**src/rtl/instr_sequencer_pkg.sv**
```systemverilog
// Shared types and field positions for the instruction sequencer.
// The instruction word is {load, opcode[6:0], cin, data[7:0]}.
package instr_sequencer_pkg;

  localparam int INSTR_W  = 17;
  localparam int DATA_W   = 8;
  localparam int OPC_W    = 7;
  localparam int LOAD_BIT = 16;
  localparam int OPC_HI   = 15;
  localparam int OPC_LO   = 9;
  localparam int CIN_BIT  = 8;
  localparam int DATA_HI  = 7;
  localparam int DATA_LO  = 0;

  typedef enum logic [2:0] {
    ST_IDLE,
    ST_ISSUE,
    ST_EXEC,
    ST_CAPTURE,
    ST_RESULT
  } state_t;

  typedef struct packed {
    logic              load;
    logic [OPC_W-1:0]  opcode;
    logic              cin;
    logic [DATA_W-1:0] data;
  } instr_t;

endpackage

```
**src/rtl/instr_sequencer_if.sv**
```systemverilog
// Instruction-in and result-out handshakes of the sequencer.
// The master side produces instructions and consumes results.
interface instr_sequencer_if;
  import instr_sequencer_pkg::*;

  logic               in_valid;
  logic               in_ready;
  logic [INSTR_W-1:0] in_instr;
  logic               res_valid;
  logic               res_ready;
  logic [DATA_W-1:0]  res_data;
  logic               res_cout;

  modport master (
    output in_valid, in_instr, res_ready,
    input  in_ready, res_valid, res_data, res_cout
  );

  modport slave (
    input  in_valid, in_instr, res_ready,
    output in_ready, res_valid, res_data, res_cout
  );

endinterface

```
**src/rtl/instr_sequencer_seq_fifo.sv**
```systemverilog
// Synchronous FIFO with head-of-queue read data; flushing on reset clears
// pointers and count only.
module seq_fifo #(
  parameter int WIDTH = 17,
  parameter int DEPTH = 4
) (
  input  logic                   clk,
  input  logic                   rst,
  input  logic                   push,
  input  logic [WIDTH-1:0]       wdata,
  input  logic                   pop,
  output logic [WIDTH-1:0]       rdata,
  output logic                   full,
  output logic                   empty,
  output logic [$clog2(DEPTH):0] count
);
  localparam int PW = $clog2(DEPTH);

  logic [WIDTH-1:0] mem [DEPTH];
  logic [PW-1:0]    wr_ptr;
  logic [PW-1:0]    rd_ptr;
  logic             do_push;
  logic             do_pop;

  assign do_push = push && !full;
  assign do_pop  = pop && !empty;

  // Pointers wrap naturally because DEPTH is a power of two
  always_ff @(posedge clk) begin
    if (!rst) begin
      wr_ptr <= '0;
      rd_ptr <= '0;
      count  <= '0;
    end else begin
      if (do_push) wr_ptr <= wr_ptr + 1'b1;
      if (do_pop)  rd_ptr <= rd_ptr + 1'b1;
      case ({do_push, do_pop})
        2'b10:   count <= count + 1'b1;
        2'b01:   count <= count - 1'b1;
        default: ;
      endcase
    end
  end

  always_ff @(posedge clk) begin
    if (do_push) mem[wr_ptr] <= wdata;
  end

  assign rdata = mem[rd_ptr];
  assign full  = (count == (PW+1)'(DEPTH));
  assign empty = (count == '0);

endmodule

```
**src/rtl/instr_sequencer.sv**
```systemverilog
// Feeds queued instructions to the CPU one at a time and captures the
// accumulator/carry after each ALU op; loads produce no result.
module instr_sequencer
  import instr_sequencer_pkg::*;
#(
  parameter int FIFO_DEPTH = 4
) (
  input  logic              clk,
  input  logic              rst,
  instr_sequencer_if.slave  bus,
  output logic [DATA_W-1:0] cpu_data_in,
  output logic [OPC_W-1:0]  cpu_opcode,
  output logic              cpu_cin,
  output logic              cpu_load,
  output logic              cpu_ce,
  input  logic [DATA_W-1:0] cpu_data_out,
  input  logic              cpu_cout,
  output logic              busy
);

  state_t                      state;
  instr_t                      issue_q;
  instr_t                      head;
  logic                        ce_q;
  logic                        res_valid_q;
  logic [DATA_W-1:0]           res_data_q;
  logic                        res_cout_q;
  logic                        fifo_full;
  logic                        fifo_empty;
  logic [$clog2(FIFO_DEPTH):0] fifo_count;
  logic                        accept;
  logic                        bypass;
  logic                        fifo_push;
  logic                        fifo_pop;

  // An idle sequencer with nothing queued takes the incoming word directly
  assign accept       = bus.in_valid && bus.in_ready;
  assign fifo_pop     = (state == ST_IDLE) && !fifo_empty;
  assign bypass       = (state == ST_IDLE) && fifo_empty && accept;
  assign fifo_push    = accept && !bypass;
  assign bus.in_ready = rst && !fifo_full;

  seq_fifo #(
    .WIDTH (INSTR_W),
    .DEPTH (FIFO_DEPTH)
  ) u_fifo (
    .clk   (clk),
    .rst   (rst),
    .push  (fifo_push),
    .wdata (bus.in_instr),
    .pop   (fifo_pop),
    .rdata (head),
    .full  (fifo_full),
    .empty (fifo_empty),
    .count (fifo_count)
  );

  // issue_q is non-zero only during ISSUE, so it drives the CPU directly
  always_ff @(posedge clk) begin
    if (!rst) begin
      state       <= ST_IDLE;
      issue_q     <= '0;
      ce_q        <= 1'b0;
      res_valid_q <= 1'b0;
      res_data_q  <= '0;
      res_cout_q  <= 1'b0;
    end else begin
      unique case (state)
        ST_IDLE: begin
          if (fifo_pop || bypass) begin
            issue_q <= fifo_pop ? head : instr_t'(bus.in_instr);
            ce_q    <= 1'b1;
            state   <= ST_ISSUE;
          end
        end
        ST_ISSUE: begin
          issue_q <= '0;
          ce_q    <= 1'b0;
          state   <= issue_q.load ? ST_IDLE : ST_EXEC;
        end
        ST_EXEC: state <= ST_CAPTURE;
        ST_CAPTURE: begin
          res_data_q  <= cpu_data_out;
          res_cout_q  <= cpu_cout;
          res_valid_q <= 1'b1;
          state       <= ST_RESULT;
        end
        ST_RESULT: begin
          if (bus.res_ready) begin
            res_valid_q <= 1'b0;
            state       <= ST_IDLE;
          end
        end
        default: state <= ST_IDLE;
      endcase
    end
  end

  assign cpu_ce        = ce_q;
  assign cpu_load      = issue_q.load;
  assign cpu_opcode    = issue_q.opcode;
  assign cpu_cin       = issue_q.cin;
  assign cpu_data_in   = issue_q.data;
  assign bus.res_valid = res_valid_q;
  assign bus.res_data  = res_data_q;
  assign bus.res_cout  = res_cout_q;
  assign busy          = (state != ST_IDLE) || (fifo_count != '0);

endmodule

```
**src/flat_wrapper.sv**
```systemverilog
// flat-port wrapper written by rule: the top's interface ports become plain ports
module instr_sequencer_flat import instr_sequencer_pkg::*;
#(
  parameter int FIFO_DEPTH = 4
)
  (clk, rst, cpu_data_in, cpu_opcode, cpu_cin, cpu_load, cpu_ce, cpu_data_out, cpu_cout, busy, bus_in_valid, bus_in_instr, bus_res_ready, bus_in_ready, bus_res_valid, bus_res_data, bus_res_cout);
  instr_sequencer_if bus_i ();
  input  logic clk;
  input  logic rst;
  output logic [DATA_W-1:0] cpu_data_in;
  output logic [OPC_W-1:0] cpu_opcode;
  output logic cpu_cin;
  output logic cpu_load;
  output logic cpu_ce;
  input  logic [DATA_W-1:0] cpu_data_out;
  input  logic cpu_cout;
  output logic busy;
  input wire logic [$bits(bus_i.in_valid)-1:0] bus_in_valid;
  input wire logic [$bits(bus_i.in_instr)-1:0] bus_in_instr;
  input wire logic [$bits(bus_i.res_ready)-1:0] bus_res_ready;
  output wire logic [$bits(bus_i.in_ready)-1:0] bus_in_ready;
  output wire logic [$bits(bus_i.res_valid)-1:0] bus_res_valid;
  output wire logic [$bits(bus_i.res_data)-1:0] bus_res_data;
  output wire logic [$bits(bus_i.res_cout)-1:0] bus_res_cout;
  assign bus_i.in_valid = bus_in_valid;
  assign bus_i.in_instr = bus_in_instr;
  assign bus_i.res_ready = bus_res_ready;
  assign bus_in_ready = bus_i.in_ready;
  assign bus_res_valid = bus_i.res_valid;
  assign bus_res_data = bus_i.res_data;
  assign bus_res_cout = bus_i.res_cout;
  instr_sequencer #(.FIFO_DEPTH(FIFO_DEPTH)) u_core (.clk(clk), .rst(rst), .bus(bus_i), .cpu_data_in(cpu_data_in), .cpu_opcode(cpu_opcode), .cpu_cin(cpu_cin), .cpu_load(cpu_load), .cpu_ce(cpu_ce), .cpu_data_out(cpu_data_out), .cpu_cout(cpu_cout), .busy(busy));
endmodule
```
**config.mk**
```make
export PLATFORM = sky130hd
export DESIGN_NAME = instr_sequencer_flat
export DESIGN_NICKNAME = d
export VERILOG_FILES = /design/src/rtl/instr_sequencer_pkg.sv /design/src/rtl/instr_sequencer_if.sv /design/src/rtl/instr_sequencer_seq_fifo.sv /design/src/rtl/instr_sequencer.sv /design/src/flat_wrapper.sv
export SDC_FILE = /design/constraint.sdc
export NUM_CORES = 1
export LEC_CHECK = 0
export CAP_MARGIN = 20
export CORE_MARGIN = 8
export CORE_UTILIZATION = 39
export DETAILED_ROUTE_END_ITERATION = 10
export SLEW_MARGIN = 20
export SYNTH_ARGS = -nofsm -noshare
export SYNTH_HDL_FRONTEND = slang
export SYNTH_SLANG_ARGS = --single-unit
```
**constraint.sdc**
```tcl
create_clock -name clk -period 6.4 [get_ports clk]
set_clock_uncertainty 0.05 [all_clocks]
set_input_delay 1.28 -clock clk [delete_from_list [all_inputs] [get_ports clk]]
set_output_delay 1.28 -clock clk [all_outputs]
set_load 0.02 [all_outputs]
```
==> results of run 1 <==
[path summary, 6_finish.rpt]
path,start,depth (start not counted),to,slack [ns]
max,rst,5,bus_in_ready,2.01
min,u_core.u_fifo.rd_ptr[1]$_SDFFE_PN0P_,2,u_core.u_fifo.rd_ptr[1]$_SDFFE_PN0P_,0.44
max reg2reg,u_core.state[0]$_SDFFE_PN0P_,9,u_core.u_fifo.count[2]$_SDFFE_PN0P_,3.54
min reg2reg,u_core.u_fifo.rd_ptr[1]$_SDFFE_PN0P_,2,u_core.u_fifo.rd_ptr[1]$_SDFFE_PN0P_,0.44
[critical path, stage by stage]
cell and delay [ns]:
clkdlybuf4s50_1 0.45, buf_4 0.27, inv_2 0.22, a31oi_1 0.20, clkdlybuf4s50_1 0.63
[registers in the layout (all words and copies together), names as in the netlist, named ones only]
signal / count
u_core.u_fifo.mem: 68
u_core.bus.res_data: 8
u_core.cpu_data_in: 8
u_core.cpu_opcode: 7
u_core.state: 3
u_core.u_fifo.count: 3
u_core.u_fifo.rd_ptr: 2
u_core.u_fifo.wr_ptr: 2
u_core.bus.res_cout: 1
u_core.bus.res_valid: 1
u_core.cpu_ce: 1
u_core.cpu_cin: 1
u_core.cpu_load: 1
[cell usage after synthesis, types with 2 or more instances]
| cell | count | area [um2] |
|---|---|---|
| edfxtp_1 | 68 | 2040 |
| dfxtp_1 | 40 | 801 |
| and4_1 | 17 | 149 |
| mux4_2 | 17 | 383 |
| nor2_1 | 16 | 60.1 |
| mux2i_1 | 13 | 130 |
| a221o_1 | 10 | 100 |
| clkbuf_1 | 10 | 37.5 |
| inv_1 | 8 | 30.0 |
| a21oi_1 | 7 | 35.0 |
| a221o_2 | 7 | 78.8 |
| ha_1 | 5 | 62.6 |
| nand2_1 | 5 | 18.8 |
| and2_1 | 4 | 25.0 |
| buf_2 | 4 | 20.0 |
| nor3_1 | 4 | 20.0 |
| o21ai_0 | 4 | 20.0 |
| buf_6 | 3 | 33.8 |
| o31ai_1 | 3 | 22.5 |
| or3_1 | 3 | 18.8 |
| nand2b_1 | 2 | 12.5 |
| nand3_1 | 2 | 10.0 |
| xor2_1 | 2 | 17.5 |
[per-layer routing]
metal / routed length [um] / vias up
li1: - / 1150
met1: 3640 / 1233
met2: 4350 / 49
met3: 381 / 8
met4: 139 / 0
met5: 0 / -
[stage by stage]
step	worst slack, ns	std cells	hold WS (ns)
2_1_floorplan	3.07	264	0.399
3_3_place_gp	2.02	449	0.408
3_5_place_dp	2.00	449	0.424
4_1_cts	2.00	465	0.443
5_1_grt	1.91	465	0.468
6_report	2.01	465	0.441
[cells by family after synthesis]
kind of cell    Yosys count  share of synthesized area [%]
compound gates           35                           7.20
xor+xnor                  2                          0.413
fa+ha+maj                 6                           1.95
buf+inv                  27                           3.13
flops                   108                           67.0
mux                      30                           12.1
simple gates             56                           8.23
[power groups by stage]
stage	sequential [mW]	clock, mW	combinational [mW]
2_1_floorplan	1.00	0	0.448
3_3_place_gp	0.957	0	0.735
3_5_place_dp	0.960	0	0.743
4_1_cts	0.946	0.424	0.748
5_1_grt	0.961	0.456	0.795
6_report	0.944	0.414	0.732
[final cells by class]
cell class | instances | area, um2
inverter | 9 | 33.8
sequential | 108 | 2840
clock buffer | 12 | 145
timing repair buffer | 63 | 621
multi-input combinational | 129 | 1270
fill | 970 | 5610
clock inverter | 4 | 50.0
tap | 140 | 175
==> flow_summary.ini, run 1 <==
[global_routing]
grt_max_degree = 27
grt_usage_pct = 12.3
grt_remaining_overflow = 0
grt.busiest_layer = met2
grt_use_met3_pct = 2.52
first_global_vias = 2548
grt.met1_usage_pct = 14.3
antenna_found_initial = 0
met2_usage_pct = 21.1
grt_pass1_wl_um = 13600

[logic_synthesis]
synth.cell_area_mm2 = 0.00424
synth_edf_count = 68
synth_flop_cell = edfxtp_1
ys_ff_latch = 108
syn-num-nets = 300
ys_warn_count = 0
avgSynthCellArea_um2 = 16.1
async_flop_share_pct = 0
synth_cell_types = 33
ys_seq_area_share_pct = 67.0
synthCells = 264

[setup_path]
cp.required_ns = 5.07
crit_path_end_kind = primary output
startpoint_type = input port
crit_path_max_fanout = 26
cp.arrival_ns = 3.06
crit_type = in2out

[power_and_ir_drop]
clkPwrFrac_pct = 19.8
power_frac_seq_pct = 45.2
switching_share_pct = 32.8
p_switching_mw = 0.686
leakagePower_nw = 1.78
power.density_mw_per_mm2 = 407
p_int_mw = 1.40
pwr-share-comb_pct = 35.0
power_mw = 2.09
vdd_drop_max_mv = 0.162

[clock_tree]
cts_tree = built
post_cts_buffers = 0
path_clk_slew_ns = 0.09
cts_root_buf = clkbuf_8
cts.sinks = 108
htreeDepth = 3
cts_made_buffers = 9
cts_max_path_buffers = 2
post_cts_resized = 0
clk_latency_ns = 0.36
hold_buffers = 0

[timing]
finalCritPeriodShare_pct = 68.5
hold_viol_final = 0
tightest_slew_ns = 0.927
fmax_mhz = 228
drv_slew = 0
fin_crit_ns = 4.39
rsz0062_at_grt = no
slew_headroom_pct = 38.2
setup_viol = 0
setup_tns_ns = 0

[placement]
placed_cell_area_mm2 = 0.00494
dp_hpwl_um = 5330
portBuffers = 59
place.gp.congestion = 0.660

[drt]
drt-initial-drc-count = 168
viasPerCell = 5.25
vias = 2440
ant_nets = 0
remaining_drc_errors = 0
routed_wl_um = 8500
wl_per_cell_um = 18.3
dr.pass1.iters = 5

[status]
outcome = completed

[layout]
fin_area_mm2 = 0.00514
syn2layout_area_growth_pct = 21.1
nets = 356
utilization_pct = 47.8
final_common_cell = edfxtp_1
final_layout_size_suffix_gt1_share_pct = 14.2
mostFrequentLayoutCells = 68 x edfxtp_1, 59 x clkdlybuf4s50_1, 40 x dfxtp_1
diodes = 0

[floorplanning]
die_area_mm2 = 0.0145
initial_core_util_pct = 39.5
num_rows = 38
core-area_mm2 = 0.0107
dieWidth_um = 120
die_y_um = 120
io_pins = 60

[worst_hold_path]
hold_class = reg2reg

[job]
drv_cap = 0
(Power assumes the default switching activity.)
==> inputs of run 2 (changes only) <==
==> constraint.sdc (replaced) <==
create_clock -name clk -period 4.6 [get_ports clk]
set_clock_uncertainty 0.05 [all_clocks]
set_input_delay 0.92 -clock clk [delete_from_list [all_inputs] [get_ports clk]]
set_output_delay 0.92 -clock clk [all_outputs]
set_load 0.02 [all_outputs]
==> run 2 against run 1 <==
Against the previous run:
- sequential cell count stayed put
- total power is 41% higher
- worst hold slack better by 0.0067 ns
- count of clock-buffer cells in the layout is 3 lower
- via count is 2.2% higher
- wire length is 2.6% higher
- design area is 1.0% higher
- utilization is 0.50 points higher
- clock power is 44% higher
- die area stayed put
- global-route usage is 0.098 points higher
==> flow_summary.ini, run 2 (synthesis results as in run 1) <==
[job]
drv_cap = 0

[drt]
ant_nets = 0
drt-initial-drc-count = 134
wl_met2_um = 4390
routed_wl_um = 8720
top_layer = met4
viasPerCell = 5.30
remaining_drc_errors = 0
dr.pass1.iters = 4
vias = 2493
wl_met3_um = 292
wl_per_cell_um = 18.6
route.layer.met1.wl_um = 3910

[timing]
setup_tns_ns = 0
hold_slack_ns = 0.447
tightest_slew_ns = 0.886
drv_slew = 0
fin_crit_ns = 3.42
finalCritPeriodShare_pct = 74.4
rsz0062_at_grt = no
slew_headroom_pct = 40.9
setup_viol = 0
hold_viol_final = 0
fmax_mhz = 292
setup_slack_ns = 1.18

[clock_tree]
cts.sinks = 108
path_clk_slew_ns = 0.09
post_cts_resized = 0
cts_root_buf = clkbuf_8
cts_made_buffers = 9
cts_max_path_buffers = 2
htreeDepth = 3
post_cts_buffers = 0
hold_buffers = 0
cts_tree = built
clk_latency_ns = 0.37

[setup_path]
crit_type = in2out
cp.depth = 4
cpLargestDelayFamily = buffers and inverters
slowest_delay_ns = 0.67
crit_path_max_fanout = 8
crit_chain = clkdlybuf4s50_1 -> inv_2 -> a31oi_1 -> clkdlybuf4s50_1
critPathSlowestCell = clkdlybuf4s50_1
startpoint_type = input port
crit_buf_inv = 3
cp_common_cell = clkdlybuf4s50_1
cp.arrival_ns = 2.45
r2r_cells = 9
cp.required_ns = 3.63
crit_path_end_kind = primary output

[layout]
fin_area_mm2 = 0.00519
syn2layout_area_growth_pct = 22.4
final_layout_size_suffix_gt1_share_pct = 16.4
nets = 361
regMostFlops = u_core.u_fifo.mem
largest_reg_flops = 68
mostFrequentLayoutCells = 68 x edfxtp_1, 59 x clkdlybuf4s50_1, 39 x dfxtp_1
utilization_pct = 48.3
stdcell_count = 470
diodes = 0
final_common_cell = edfxtp_1

[global_routing]
antenna_found_initial = 0
grt_pass1_wl_um = 13900
grt_usage_pct = 12.4
grt_remaining_overflow = 0
grt_max_degree = 23
first_global_vias = 2572

[floorplanning]
die_y_um = 120
initial_core_util_pct = 39.5
die_area_mm2 = 0.0145
num_rows = 38
io_pins = 60
dieWidth_um = 120
core-area_mm2 = 0.0107

[status]
outcome = completed

[power_and_ir_drop]
power.density_mw_per_mm2 = 567
vdd_drop_max_mv = 0.230
leakagePower_nw = 1.81
power_mw = 2.95

[placement]
portBuffers = 59
place.gp.congestion = 0.712
post-place-ws_ns = 1.04
placed_cell_area_mm2 = 0.00498
placedCellCount = 454
dp_hpwl_um = 5620

[worst_hold_path]
min_path_cells = 2
hold_class = reg2reg
## run 2: where the power goes
part,internal (mW),leakage (nW),switching (mW)
logic,0.486,0.771,0.507
clock network,0.261,0.102,0.335
registers,1.21,0.942,0.151
total,1.95,1.81,0.993
## run 2: final cells by class
type	count	area [um2]
fill	953	5550
sequential	108	2840
multi-input combinational	129	1270
timing repair buffer	68	658
tap	140	175
clock buffer	9	124
clock inverter	7	86.3
inverter	9	33.8
## run 2: worst paths after layout
kind | start | end | slack (ns)
setup / recovery | rst | bus_in_ready | 1.18
hold / removal | u_core.u_fifo.rd_ptr[1]$_SDFFE_PN0P_ | flop | 0.45
setup reg to reg | u_core.state[0]$_SDFFE_PN0P_ | u_core.u_fifo.count[2]$_SDFFE_PN0P_ | 1.68
hold reg to reg | u_core.u_fifo.rd_ptr[1]$_SDFFE_PN0P_ | flop | 0.45
## run 2: routing by layer
| layer | vias to the layer above | global-route usage (%) |
|---|---|---|
| met5 | - | 0 |
| met4 | 0 | 4.92 |
| met3 | 10 | 2.10 |
| met2 | 45 | 21.1 |
| met1 | 1271 | 15.4 |
| li1 | 1167 | - |
## run 2: worst register-to-register path, stage by stage, from the launching register on
cell and delay [ns]:
dfxtp_1 0.44, nor3_2 0.65, o31ai_1 0.24, inv_1 0.17, ha_1 0.21, inv_1 0.07, fa_1 0.42, xor2_1 0.16
or3_1 0.32, a21oi_1 0.14
==> inputs of run 3 (changes only) <==
==> constraint.sdc (replaced) <==
create_clock -name clk -period 3.15 [get_ports clk]
set_clock_uncertainty 0.05 [all_clocks]
set_input_delay 0.63 -clock clk [delete_from_list [all_inputs] [get_ports clk]]
set_output_delay 0.63 -clock clk [all_outputs]
set_load 0.02 [all_outputs]
==> run 3 against run 2 <==
Against the previous run:
- register-to-register slack got worse by 0.96 ns
- critical path depth did not move
- wire length rose by 1.5%
- sequential share of layout area decreased by 0.59 points
- critical endpoint unchanged
- count of clock-buffer cells in the layout grew 1
==> flow_summary.ini, run 3 (synthesis results as in run 1) <==
[drt]
remaining_drc_errors = 0
ant_nets = 0
routed_wl_um = 8850
wl_per_cell_um = 18.6
viasPerCell = 5.20
vias = 2473
dr.pass1.iters = 4
drt-initial-drc-count = 155

[floorplanning]
core-area_mm2 = 0.0107
num_rows = 38
initial_core_util_pct = 39.5
dieWidth_um = 120
die_y_um = 120
die_area_mm2 = 0.0145
io_pins = 60

[clock_tree]
cts.sinks = 108
path_clk_slew_ns = 0.10
cts_max_path_buffers = 2
post_cts_buffers = 0
cts_root_buf = clkbuf_8
clk_latency_ns = 0.38
htreeDepth = 3
post_cts_resized = 0
hold_buffers = 0
cts_made_buffers = 9
cts_tree = built

[job]
drv_cap = 0

[global_routing]
grt_pass1_wl_um = 14000
antenna_found_initial = 0
grt_remaining_overflow = 0
first_global_vias = 2660
grt_max_degree = 21
grt_usage_pct = 12.4

[timing]
rsz0062_at_grt = no
hold_viol_final = 0
fmax_mhz = 364
tightest_slew_ns = 0.876
drv_slew = 0
finalCritPeriodShare_pct = 87.3
setup_tns_ns = 0
fin_crit_ns = 2.75
slew_headroom_pct = 41.5
setup_viol = 0

[layout]
final_common_cell = edfxtp_1
mostFrequentLayoutCells = 68 x edfxtp_1, 59 x clkdlybuf4s50_1, 40 x dfxtp_1
final_layout_size_suffix_gt1_share_pct = 17.6
diodes = 0
syn2layout_area_growth_pct = 23.7
largest_reg_flops = 68
stdcell_count = 476
nets = 367
regMostFlops = u_core.u_fifo.mem

[setup_path]
crit_path_max_fanout = 5
critPathSlowestCell = clkdlybuf4s50_1
r2r_cells = 8
r2r_slack_ns = 0.72
cp.arrival_ns = 2.07
startpoint_type = input port
reg2reg_to = u_core.u_fifo.count[2]$_SDFFE_PN0P_
cp_common_cell = clkdlybuf4s50_1
crit_chain = clkdlybuf4s50_1 -> inv_2 -> a31oi_1 -> clkdlybuf4s50_1
crit_type = in2out
cpLargestDelayFamily = buffers and inverters
slowest_delay_ns = 0.64
crit_buf_inv = 3
crit_path_end_kind = primary output
rr_startpoint = u_core.state[0]$_SDFFE_PN0P_
cp.required_ns = 2.47

[worst_hold_path]
hold_class = reg2reg
min_path_cells = 2
hp-start = u_core.u_fifo.rd_ptr[1]$_SDFFE_PN0P_
hold_end = u_core.u_fifo.rd_ptr[1]$_SDFFE_PN0P_

[placement]
place.gp.congestion = 0.675
placedCellCount = 460
dp_hpwl_um = 5870
portBuffers = 59

[power_and_ir_drop]
switching_share_pct = 34.4
power_frac_seq_pct = 45.5
pwr-share-comb_pct = 35.9
vdd_drop_max_mv = 0.273
p_switching_mw = 1.47
p_int_mw = 2.81
leakagePower_nw = 1.85
clkPwrFrac_pct = 18.6
power.density_mw_per_mm2 = 817

[status]
outcome = completed
==> run 3: cell count changes in the layout (fill, tap and decap cells not counted), sizes merged <==
cell / before / now
buf: 9 / 15
clkinvlp: 1 / 0
bufinv: 1 / 0
clkinv: 3 / 2
inv: 11 / 13
clkbuf: 9 / 10
==> run 3: stage by stage <==
step	area (um2)	hold WS (ns)	power [mW]	setup WS, ns	utilization [%]
3_5_place_dp	5060	0.424	3.54	0.152	47.1
2_1_floorplan	4240	0.399	2.94	0.610	-
3_3_place_gp	5060	0.408	3.50	0.214	47.1
6_report	5250	0.441	4.29	0.399	48.8
4_1_cts	5250	0.445	4.33	0.396	48.8
5_1_grt	5250	0.474	4.52	0.346	48.8
==> run 3: routing by layer <==
metal  GRT usage, %  routed length (um)  up-vias
met3           2.98                 362       10
li1               -                   -     1171
met4           4.92                 131        0
met2           21.2                4570       45
met1           14.8                3790     1247
met5              0                   0        -
==> run 3: power by group through the flow <==
stage / logic (mW) / clock network (mW) / registers, mW
global route: 1.65 / 0.873 / 1.99
detailed placement: 1.55 / 0 / 1.99
finish: 1.54 / 0.799 / 1.95
floorplan: 0.909 / 0 / 2.03
global placement: 1.53 / 0 / 1.98
CTS: 1.56 / 0.821 / 1.96
==> run 3: worst max-delay path by stage <==
stage	cells after the start	endpoint	from	slack [ns]
6_report	4	bus_in_ready	rst	0.40
3_5_place_dp	10	u_core.u_fifo.count[2]$_SDFFE_PN0P_	rst	0.15
2_1_floorplan	10	u_core.u_fifo.count[2]$_SDFFE_PN0P_	rst	0.61
5_1_grt	4	bus_in_ready	rst	0.35
4_1_cts	4	bus_in_ready	rst	0.40
3_3_place_gp	10	u_core.u_fifo.count[2]$_SDFFE_PN0P_	rst	0.21
==> run 3: cell type report <==
class	count	area [um2]
fill	951	5500
tap	140	175
clock inverter	6	55.1
timing repair buffer	74	741
multi-input combinational	129	1270
sequential	108	2840
clock buffer	10	128
inverter	9	33.8
==> run 3: tightest hold or removal path: stages (launching register included) <==
cell and delay, ns:
dfxtp_1 0.32, nand2_1 0.05, mux2i_1 0.07
